==> config.mk <==
export PLATFORM = sky130hd
export DESIGN_NAME = e_scan_controller_flat
export DESIGN_NICKNAME = d
export VERILOG_FILES = /design/src/rtl/e_scan_controller_if.sv /design/src/rtl/e_scan_controller.sv /design/src/flat_wrapper.sv
export SDC_FILE = /design/constraint.sdc
export NUM_CORES = 1
export LEC_CHECK = 0
export ABC_AREA = 1
export CAP_MARGIN = 30
export CORE_MARGIN = 5
export CORE_UTILIZATION = 46
export CTS_CLUSTER_DIAMETER = 40
export DETAILED_ROUTE_END_ITERATION = 8
export PLACE_DENSITY = 0.79
export SLEW_MARGIN = 20
export SYNTH_ARGS = -nofsm -noshare
export SYNTH_HDL_FRONTEND = slang
export SYNTH_SLANG_ARGS = --single-unit
==> constraint.sdc <==
create_clock -name clk -period 2.1 [get_ports clk]
set_clock_uncertainty 0.05 [all_clocks]
set_input_delay 0.42 -clock clk [delete_from_list [all_inputs] [get_ports clk]]
set_output_delay 0.42 -clock clk [all_outputs]
set_load 0.01 [all_outputs]
==> src/rtl/e_scan_controller_if.sv <==
// Bundle of request, plant-feedback and command signals for the SCAN
// elevator controller. The controller sits on the slave side; whatever
// produces requests and models the car plant sits on the master side.
//
// Handshake: there is no back-pressure anywhere. call_req bits are
// one-cycle pulses sampled on every clock. cab_req is taken only in a
// cycle where cab_valid=1. The controller always accepts, so there is no
// ready signal. All command outputs are registered and change one clock
// after the inputs that cause them.
interface e_scan_controller_if #(
    parameter int NUM_FLOORS = 6,
    parameter int LOC_W      = $clog2(NUM_FLOORS)
);
    logic [NUM_FLOORS-1:0] call_req;
    logic [NUM_FLOORS-1:0] cab_req;
    logic                  cab_valid;
    logic [LOC_W-1:0]      e_location;
    logic                  door_status;
    logic                  e_stop;
    logic                  up;
    logic                  down;
    logic                  stop;
    logic                  door_open;
    logic [NUM_FLOORS-1:0] pending;
    logic                  dir_up;
    logic [2:0]            e_state;

    modport slave (
        input  call_req, cab_req, cab_valid, e_location, door_status, e_stop,
        output up, down, stop, door_open, pending, dir_up, e_state
    );

    modport master (
        output call_req, cab_req, cab_valid, e_location, door_status, e_stop,
        input  up, down, stop, door_open, pending, dir_up, e_state
    );
endinterface

==> src/rtl/e_scan_controller.sv <==
// Single-car SCAN elevator controller. Hall calls and cab requests are
// merged into a sticky pending bitmap. The car keeps its scan direction
// while requests remain ahead of it, and it serves every pending floor it
// passes. Each stop runs a timed door-open phase and then waits for the
// door to report closed. Emergency stop and an out-of-range location both
// force the HALT state. All outputs are Moore outputs, registered from the
// next state.
module e_scan_controller #(
    parameter int NUM_FLOORS  = 6,
    parameter int LOC_W       = $clog2(NUM_FLOORS),
    parameter int DOOR_CYCLES = 4
) (
    input logic                clk,
    input logic                rst_n,
    e_scan_controller_if.slave bus
);

    localparam int TMR_W   = (DOOR_CYCLES > 1) ? $clog2(DOOR_CYCLES) : 1;
    localparam int TMR_MAX = DOOR_CYCLES - 1;
    localparam int LIM     = NUM_FLOORS;
    localparam logic [TMR_W-1:0] TMR_LOAD  = TMR_MAX[TMR_W-1:0];
    localparam logic [LOC_W:0]   FLOOR_LIM = LIM[LOC_W:0];

    typedef enum logic [2:0] {
        S_IDLE       = 3'd0,
        S_MOVE_UP    = 3'd1,
        S_MOVE_DOWN  = 3'd2,
        S_DOOR_OPEN  = 3'd3,
        S_DOOR_CLOSE = 3'd4,
        S_HALT       = 3'd5
    } state_t;

    state_t                r_state;
    logic                  r_dir_up;
    logic [TMR_W-1:0]      r_timer;
    logic [NUM_FLOORS-1:0] r_pending;
    logic                  r_up;
    logic                  r_down;
    logic                  r_stop;
    logic                  r_door_open;

    state_t                w_next;
    logic                  w_dir_next;
    logic [TMR_W-1:0]      w_timer_next;
    logic [NUM_FLOORS-1:0] w_req;
    logic [NUM_FLOORS-1:0] w_loc_onehot;
    logic [NUM_FLOORS-1:0] w_clr;
    logic [NUM_FLOORS-1:0] w_pending_next;
    logic                  w_fault;
    logic                  w_hit;
    logic                  w_above;
    logic                  w_below;

    // Merge new requests with the sticky bitmap and locate them relative to the car.
    always_comb begin
        int loc_i;
        loc_i        = int'(bus.e_location);
        w_fault      = ({1'b0, bus.e_location} >= FLOOR_LIM);
        w_req        = r_pending | bus.call_req | (bus.cab_valid ? bus.cab_req : '0);
        w_loc_onehot = '0;
        w_above      = 1'b0;
        w_below      = 1'b0;
        for (int i = 0; i < NUM_FLOORS; i++) begin
            w_loc_onehot[i] = (i == loc_i);
            if (i > loc_i) w_above = w_above | w_req[i];
            if (i < loc_i) w_below = w_below | w_req[i];
        end
        // An out-of-range location has an empty one-hot mask, so it never produces a hit.
        w_hit = |(w_req & w_loc_onehot);
    end

    // Next-state, scan direction and door timer decisions, in priority order.
    always_comb begin
        w_next       = r_state;
        w_dir_next   = r_dir_up;
        w_timer_next = r_timer;
        if (bus.e_stop || w_fault) begin
            w_next = S_HALT;
        end else begin
            case (r_state)
                S_IDLE: begin
                    if (w_hit) begin
                        w_next = S_DOOR_OPEN;
                    end else if (r_dir_up && w_above) begin
                        w_next = S_MOVE_UP;
                    end else if (w_below) begin
                        w_next     = S_MOVE_DOWN;
                        w_dir_next = 1'b0;
                    end else if (w_above) begin
                        w_next     = S_MOVE_UP;
                        w_dir_next = 1'b1;
                    end
                end
                S_MOVE_UP: begin
                    // Leaving with nothing ahead only happens if the plant overshoots.
                    if (w_hit)         w_next = S_DOOR_OPEN;
                    else if (!w_above) w_next = S_IDLE;
                end
                S_MOVE_DOWN: begin
                    if (w_hit)         w_next = S_DOOR_OPEN;
                    else if (!w_below) w_next = S_IDLE;
                end
                S_DOOR_OPEN: begin
                    // A fresh request for this floor keeps the door open for a full period.
                    if (w_hit)               w_timer_next = TMR_LOAD;
                    else if (r_timer == '0)  w_next       = S_DOOR_CLOSE;
                    else                     w_timer_next = r_timer - 1'b1;
                end
                S_DOOR_CLOSE: begin
                    if (bus.door_status) begin
                        if (w_hit) begin
                            w_next = S_DOOR_OPEN;
                        end else if (r_dir_up && w_above) begin
                            w_next = S_MOVE_UP;
                        end else if (!r_dir_up && w_below) begin
                            w_next = S_MOVE_DOWN;
                        end else if (w_above) begin
                            w_next     = S_MOVE_UP;
                            w_dir_next = 1'b1;
                        end else if (w_below) begin
                            w_next     = S_MOVE_DOWN;
                            w_dir_next = 1'b0;
                        end else begin
                            w_next = S_IDLE;
                        end
                    end
                end
                S_HALT:  w_next = S_IDLE;
                default: w_next = S_IDLE;
            endcase
            if (w_next == S_DOOR_OPEN && r_state != S_DOOR_OPEN) begin
                w_timer_next = TMR_LOAD;
            end
        end
    end

    // Serve the current floor on entry to, or during, the open phase. A location fault freezes the bitmap.
    always_comb begin
        w_clr          = (w_next == S_DOOR_OPEN || r_state == S_DOOR_OPEN) ? w_loc_onehot : '0;
        w_pending_next = w_fault ? r_pending : (w_req & ~w_clr);
    end

    // State, bookkeeping and command outputs, all registered.
    always_ff @(posedge clk or negedge rst_n) begin
        if (!rst_n) begin
            r_state     <= S_IDLE;
            r_dir_up    <= 1'b1;
            r_timer     <= '0;
            r_pending   <= '0;
            r_up        <= 1'b0;
            r_down      <= 1'b0;
            r_stop      <= 1'b1;
            r_door_open <= 1'b0;
        end else begin
            r_state     <= w_next;
            r_dir_up    <= w_dir_next;
            r_timer     <= w_timer_next;
            r_pending   <= w_pending_next;
            r_up        <= (w_next == S_MOVE_UP);
            r_down      <= (w_next == S_MOVE_DOWN);
            r_stop      <= !(w_next == S_MOVE_UP || w_next == S_MOVE_DOWN);
            r_door_open <= (w_next == S_DOOR_OPEN);
        end
    end

    assign bus.up        = r_up;
    assign bus.down      = r_down;
    assign bus.stop      = r_stop;
    assign bus.door_open = r_door_open;
    assign bus.pending   = r_pending;
    assign bus.dir_up    = r_dir_up;
    assign bus.e_state   = r_state;

endmodule

==> src/flat_wrapper.sv <==
// flat-port wrapper written by rule: the top's interface ports become plain ports
module e_scan_controller_flat 
#(
    parameter int NUM_FLOORS  = 6,
    parameter int LOC_W       = $clog2(NUM_FLOORS),
    parameter int DOOR_CYCLES = 4
)
  (clk, rst_n, bus_call_req, bus_cab_req, bus_cab_valid, bus_e_location, bus_door_status, bus_e_stop, bus_up, bus_down, bus_stop, bus_door_open, bus_pending, bus_dir_up, bus_e_state);
  e_scan_controller_if #(.NUM_FLOORS(NUM_FLOORS), .LOC_W(LOC_W)) bus_i ();
  input logic clk;
  input logic rst_n;
  input wire logic [$bits(bus_i.call_req)-1:0] bus_call_req;
  input wire logic [$bits(bus_i.cab_req)-1:0] bus_cab_req;
  input wire logic [$bits(bus_i.cab_valid)-1:0] bus_cab_valid;
  input wire logic [$bits(bus_i.e_location)-1:0] bus_e_location;
  input wire logic [$bits(bus_i.door_status)-1:0] bus_door_status;
  input wire logic [$bits(bus_i.e_stop)-1:0] bus_e_stop;
  output wire logic [$bits(bus_i.up)-1:0] bus_up;
  output wire logic [$bits(bus_i.down)-1:0] bus_down;
  output wire logic [$bits(bus_i.stop)-1:0] bus_stop;
  output wire logic [$bits(bus_i.door_open)-1:0] bus_door_open;
  output wire logic [$bits(bus_i.pending)-1:0] bus_pending;
  output wire logic [$bits(bus_i.dir_up)-1:0] bus_dir_up;
  output wire logic [$bits(bus_i.e_state)-1:0] bus_e_state;
  assign bus_i.call_req = bus_call_req;
  assign bus_i.cab_req = bus_cab_req;
  assign bus_i.cab_valid = bus_cab_valid;
  assign bus_i.e_location = bus_e_location;
  assign bus_i.door_status = bus_door_status;
  assign bus_i.e_stop = bus_e_stop;
  assign bus_up = bus_i.up;
  assign bus_down = bus_i.down;
  assign bus_stop = bus_i.stop;
  assign bus_door_open = bus_i.door_open;
  assign bus_pending = bus_i.pending;
  assign bus_dir_up = bus_i.dir_up;
  assign bus_e_state = bus_i.e_state;
  e_scan_controller #(.NUM_FLOORS(NUM_FLOORS), .LOC_W(LOC_W), .DOOR_CYCLES(DOOR_CYCLES)) u_core (.clk(clk), .rst_n(rst_n), .bus(bus_i));
endmodule
* Yosys cells after proc, flatten, opt, wreduce, memory -nomap -nowiden *
Cells that the tools add are included.

word-level totals
  output and inout bits = 14
  bits of input ports = 20
  register bits = 16
  word-level logic and storage cells = 122

operators by class
  $lt $le $gt $ge = 12
  add/sub/neg operators = 1
  mux-type cells = 47
  equal/unequal tests = 23
  bitwise gates (word level) = 15
  reductions and logical operators = 16

operator list
  operator                                                      number
  2-to-1 mux 3 bit                                              17
  2-to-1 mux 1 bit                                              21
  equality test 3 x 2 -> 1 bit, second input constant           5
  one-hot mux 3 bit (5 select lines)                            1
  AND 6 bit                                                     2
  equality test 3 bit, first input constant                     4
  2-to-1 mux 6 bit                                              2
  != test 2 bit, second input constant                          6
  OR 6 bit                                                      2
  2-to-1 mux 2 bit                                              5
  AND reduction 10 bit                                          1
  OR 1 bit                                                      9
  equality test 3 x 1 -> 1 bit, second input constant           2
  greater-than comparator 2 x 3 -> 1 bit, first input constant  2
  greater-than comparator 3 bit, first input constant           2
  zero test 3 bit                                               2
  < comparator 1 x 3 -> 1 bit, first input constant             2
  < comparator 2 x 3 -> 1 bit, first input constant             2
  < comparator 3 bit, first input constant                      2
  != test 3 x 1 -> 1 bit, second input constant                 2
  != test 3 x 2 -> 1 bit, second input constant                 2
  inverter 6 bit                                                1
  OR reduction 6 bit                                            1
  nonzero test 2 bit                                            2
  12 further kinds                                              17

* Depth between registers and ports, before layout *
  word-level depth = 27
  mapped depth = 17
  mapped depth without buffers = 17

* Least setup slack after synthesis *
Ideal clock, no wire load.

  kind = input to register
  from = input bus_e_location[1]
  to = register u_core.r_pending[1], in the netlist u_core.bus.pending[1]
  library setup time = 0.116 ns
  path buffers = 0
  arrival = 1.570 ns
  data required time = 1.934 ns
  stages = 16
  slack = 0.364 ns
  path through = inv_1 > nand2_2 > nor2_1 > nand2_1 > nand3_2 > nor2_4 > inv_2 > nand2_1 > nand2_1 > nor2_1 > nand2_1 > nand3_2 > nand2_2 > nand2_1 > nand2_1 > nand2_1

between the ends
  word-level cells in the longest chain between the ends = 26
  elaborated cells on any way between the ends = 66
  those cells by class = order compare (12); eq/ne (6); mux (30); bitwise (12); reduce/logical (6)

RTL lines
  what                                line                      source
  start, declared                     flat_wrapper.sv:15        input wire logic [$bits(bus_i.e_location)-1:0] bus_e_location;
  < comparator 1 x 3 -> 1 bit         e_scan_controller.sv:66   if (i < loc_i) w_below = w_below | w_req[i];
  2-to-1 mux 1 bit                    e_scan_controller.sv:66
  OR 1 bit                            e_scan_controller.sv:66
  2-to-1 mux 1 bit                    e_scan_controller.sv:66
  OR 1 bit                            e_scan_controller.sv:66
  2-to-1 mux 1 bit                    e_scan_controller.sv:66
  OR 1 bit                            e_scan_controller.sv:66
  2-to-1 mux 1 bit                    e_scan_controller.sv:66
  [... 9 more ...]                    --
  2-to-1 mux 3 bit                    e_scan_controller.sv:110  if (bus.door_status) begin
  one-hot mux 3 bit (5 select lines)  e_scan_controller.sv:80   case (r_state)
  2-to-1 mux 3 bit (2 in series)      e_scan_controller.sv:77   if (bus.e_stop || w_fault) begin
  equality test 3 x 2 -> 1 bit        e_scan_controller.sv:139  w_clr = (w_next == S_DOOR_OPEN || r_state == S_DOOR_OPEN) ? w_loc_onehot : '0;
  logical OR 1 bit                    e_scan_controller.sv:139
  2-to-1 mux 6 bit                    e_scan_controller.sv:139
  inverter 6 bit                      e_scan_controller.sv:140  w_pending_next = w_fault ? r_pending : (w_req & ~w_clr);
  AND 6 bit                           e_scan_controller.sv:140
  end signal, assigned                e_scan_controller.sv:158  r_pending <= w_pending_next;
  end, declared                       e_scan_controller.sv:36   logic [NUM_FLOORS-1:0] r_pending;

Parallel ways exist; a longest one is shown, timed or not. The select of a mux whose other input is x is not followed.
A chain may end at the register's enable or synchronous reset.

* Final worst setup path *
  from = input bus_cab_req[1]
  to = register u_core.r_timer[0]

between the ends
  word-level cells in the longest chain between the ends = 24
  elaborated cells on any way between the ends = 50
  those cells by class = eq/ne (2); mux (31); bitwise (11); reduce/logical (6)

RTL lines
  what                                                                           line                      source
  start, declared                                                                flat_wrapper.sv:13        input wire logic [$bits(bus_i.cab_req)-1:0] bus_cab_req;
  2-to-1 mux 6 bit *                                                             e_scan_controller.sv:59   w_req = r_pending | bus.call_req | (bus.cab_valid ? bus.cab_req : '0);
  OR 6 bit *                                                                     e_scan_controller.sv:59
  OR 1 bit                                                                       e_scan_controller.sv:66
  2-to-1 mux 1 bit                                                               e_scan_controller.sv:66
  OR 1 bit                                                                       e_scan_controller.sv:66
  2-to-1 mux 1 bit                                                               e_scan_controller.sv:66
  OR 1 bit                                                                       e_scan_controller.sv:66
  2-to-1 mux 1 bit                                                               e_scan_controller.sv:66
  [... 8 more ...]                                                               --
  2-to-1 mux 3 bit                                                               e_scan_controller.sv:111  if (w_hit) begin
  2-to-1 mux 3 bit                                                               e_scan_controller.sv:110
  one-hot mux 3 bit (5 select lines)                                             e_scan_controller.sv:80
  2-to-1 mux 3 bit                                                               e_scan_controller.sv:77
  equality test 3 x 2 -> 1 bit                                                   e_scan_controller.sv:131  if (w_next == S_DOOR_OPEN && r_state != S_DOOR_OPEN) begin
  logical AND 1 bit                                                              e_scan_controller.sv:131
  != test 3 x 2 -> 1 bit (no line) / nonzero test 2 bit (equally long branches)  --
  AND reduction 3 bit (no line)                                                  --
  end signal, assigned                                                           e_scan_controller.sv:157  r_timer <= w_timer_next;
  end, declared                                                                  e_scan_controller.sv:35   logic [TMR_W-1:0] r_timer;

Every way passes the cells marked *; elsewhere a longest branch is shown, timed or not. The select of a mux whose other input is x is not followed.

==> reports/metrics.yaml <==
path_class: "input pin to flop"
worstPathArrival_ps: 2170
dp.cells: 257
firstDrtPassIters: 4
reg2reg_slack_ps: 130
pin_count: 34
via_per_inst: 5.08
clkLatencyLatePin_ps: 290
met2_usage: 0.363
wl_per_cell_um: 13.5
grt_max_degree: 17
drv_cap: 0
synthTopCellsByArea: "dfrtp_1 (32%), nand2_1 (22%), inv_1 (10%)"
fp.dieW_um: 58.8
core_area_um2: 2230
cts_buffers: 3
worst_slack_ps: 59.2
final_cells: 263
start_util: 0.490
setup_viol: 0
cp-end-kind: "flop"
crit_slowest_cell: "clkdlybuf4s50_1"
nFillCells: 145
drive_gt1_frac: 0.302
power_mw: 1.01
hold_class: "input pin to async pin"
ff_latch_area_um2: 403
cts.reportedPaths.clkPinSlew_ps: 100
clock_path_buffers: 2
netlist.area_leader.share: 0.320
final.min_clock_period_ps: 2040
dp_hpwl_um: 2510
syn_area_um2: 1090
slew_headroom: 0.740
fin_util: 0.799
areaGrowthSynthToFinish_pct: 63.3
synth_warnings: 0
grt.overflow.total: 0
drt_iter0_markers: 75
grtUsageMet1: 0.246
yosysTopAreaCell: "dfrtp_1"
gr-usage-met3: 0.0395
grt_pass1_vias: 1309
crit_fanout: 6
drtAntennaViolNets: 0
busiest_layer: "met2"
via_count: 1336
antenna_found_initial: 0
cp_data_required_time_ps: 2230
fmax_mhz: 490
slew_violations: 0
worst_path_dominant_cell_family: "simple AND/OR/NAND/NOR gates"
multi_input_area_um2: 696
cts.sinks: 16
timing.hold.ws_ps: 380
syn_avg_cell_area_um2: 6.21
cts_tree: "yes"
die-area_um2: 3450
tns_ps: 0
critPathLaunchType: "input pin"
hold_buffers: 0
r2r_start: "u_core.bus.pending[1]"
num_rows: 17
path_cells: "clkdlybuf4s50_1 -> nand2_2 -> nand3_4 -> nand2_2 -> nand3_2 -> nor2_4 -> nand2_1 -> nand2_1 -> nand2_2 -> nor2_2 -> nand2_2 -> nand3_4 -> inv_2 -> o21ai_0 -> o21ai_1"
tightest_slew_ps: 386
hold_viol: 0
reg2reg_depth: 14
wirelength_um: 3540
dieHeight_um: 58.8
drc_errors: 0
p_per_area_nw_per_um2: 565
seq_area_frac_synth: 0.368
port_buffers: 33
dpl-instance-area_um2: 1610
syn_nets: 197
antenna_cells: 0
yosysUniqueCellTypes: 18
slowest_delay_ps: 410
p_leak_nw: 0.948
fin_crit_sh: 0.972
grt_usage: 0.206
root_buffer: "clkbuf_4"
gp_congestion: 0.870
place_ws_ps: -474
synthCells: 176
outcome: "finished, final reports clean"
ys_ff_latch: 16
grt_pass1_wl_um: 5540
crit_buf_inv: 2
nets: 258
htree_levels: 1
fin_area_um2: 1790
vdd_drop_max_uv: 635
worstReg2RegEnd: "u_core.r_timer[0]"
crit_path_frequent_cell: "nand2_2"
## cells in the mapped netlist
cell,n
inv_2,3
nand2_1,63
nor2_2,2
ha_1,1
nor2_1,18
nand3_1,14
a21oi_1,12
o21ai_0,6
nor4_1,1
inv_1,29
nand2_2,2
nor3_1,3
nand3_2,2
dfrtp_1,14
nor2_4,1
a31oi_1,1
o21ai_1,2
dfstp_2,2
## how the worst max path moves through the flow
stage                                 start               endpoint  slack [ps]  depth (start not counted)
after floorplan           bus_e_location[1]  u_core.bus.pending[1]         360                         16
after global placement    bus_e_location[1]        u_core.bus.stop        -350                         16
after detailed placement  bus_e_location[1]  u_core.bus.pending[2]        -470                         17
after CTS                    bus_cab_req[5]      u_core.r_timer[0]          40                         15
after global routing         bus_cab_req[1]      u_core.r_timer[0]         -80                         15
final                        bus_cab_req[1]      u_core.r_timer[0]          60                         15
## routing by layer
| layer | wire (um) | vias up |
|---|---|---|
| met5 | 0 | - |
| met4 | 76 | 0 |
| met3 | 161 | 12 |
| met2 | 1840 | 37 |
| met1 | 1460 | 624 |
| li1 | - | 663 |
## worst reg2reg max path, delay by kind of cell, from the launching register on
| family | cells | cell delay (ps) |
|---|---|---|
| and+or+nand+nor | 10 | 1020 |
| DFF | 1 | 420 |
| buffers and inverters | 2 | 200 |
| AOI/OAI and AO/OA | 2 | 160 |
## placed cells by master (no fill, tap or decap), drive strengths merged
master | Yosys | final
nand3 | 16 | 16
buf | 0 | 23
nand2 | 65 | 65
dlygate4sd2 | 0 | 3
clkdlybuf4s50 | 0 | 25
nor2 | 21 | 21
clkdlybuf4s15 | 0 | 1
nor3 | 3 | 3
dfstp | 2 | 2
a21oi | 12 | 12
nor4 | 1 | 1
o21ai | 8 | 8
dlymetal6s2s | 0 | 4
a31oi | 1 | 1
clkbuf | 0 | 3
inv | 32 | 32
dfrtp | 14 | 14
ha | 1 | 1
## cells by family (layout without fill, tap and decap cells)
| group | Yosys count | count (layout) | synth area share |
|---|---|---|---|
| adders and majority gates | 1 | 1 | 0.0114 |
| and+or+nand+nor | 106 | 106 | 0.413 |
| AOI/OAI and AO/OA | 21 | 21 | 0.0973 |
| buffers and inverters | 32 | 91 | 0.110 |
| DFF | 16 | 16 | 0.368 |
## registers in the layout (all words and copies together) (netlist names)
name / cells
u_core.bus.e_state: 3
u_core.bus.door_open: 1
u_core.bus.pending: 6
u_core.r_timer: 2
u_core.bus.dir_up: 1
u_core.bus.down: 1
u_core.bus.stop: 1
u_core.bus.up: 1
## power breakdown
| group | switching [mW] | total [mW] | leakage [nW] | internal (mW) |
|---|---|---|---|---|
| logic | 0.233 | 0.444 | 0.759 | 0.211 |
| registers | 0.0301 | 0.395 | 0.176 | 0.365 |
| clock network | 0.103 | 0.169 | 0.0138 | 0.0668 |
| total | 0.366 | 1.01 | 0.948 | 0.642 |
## layout make-up
| type | instances | area share |
|---|---|---|
| clock buffers | 3 | 0.0126 |
| inverters | 32 | 0.0673 |
| flip-flops and latches | 16 | 0.226 |
| well taps | 28 | 0.0196 |
| repair buffers | 56 | 0.285 |
| multi-input cells | 128 | 0.390 |
## what timing repair did
action | in CTS | in global routing
gates resized for setup | 8 | 41
pin swaps | 1 | 21
endpoints found under the setup margin | 15 | 13
buffers inserted | 2 | 1
Power figures use the tool's default switching activity.
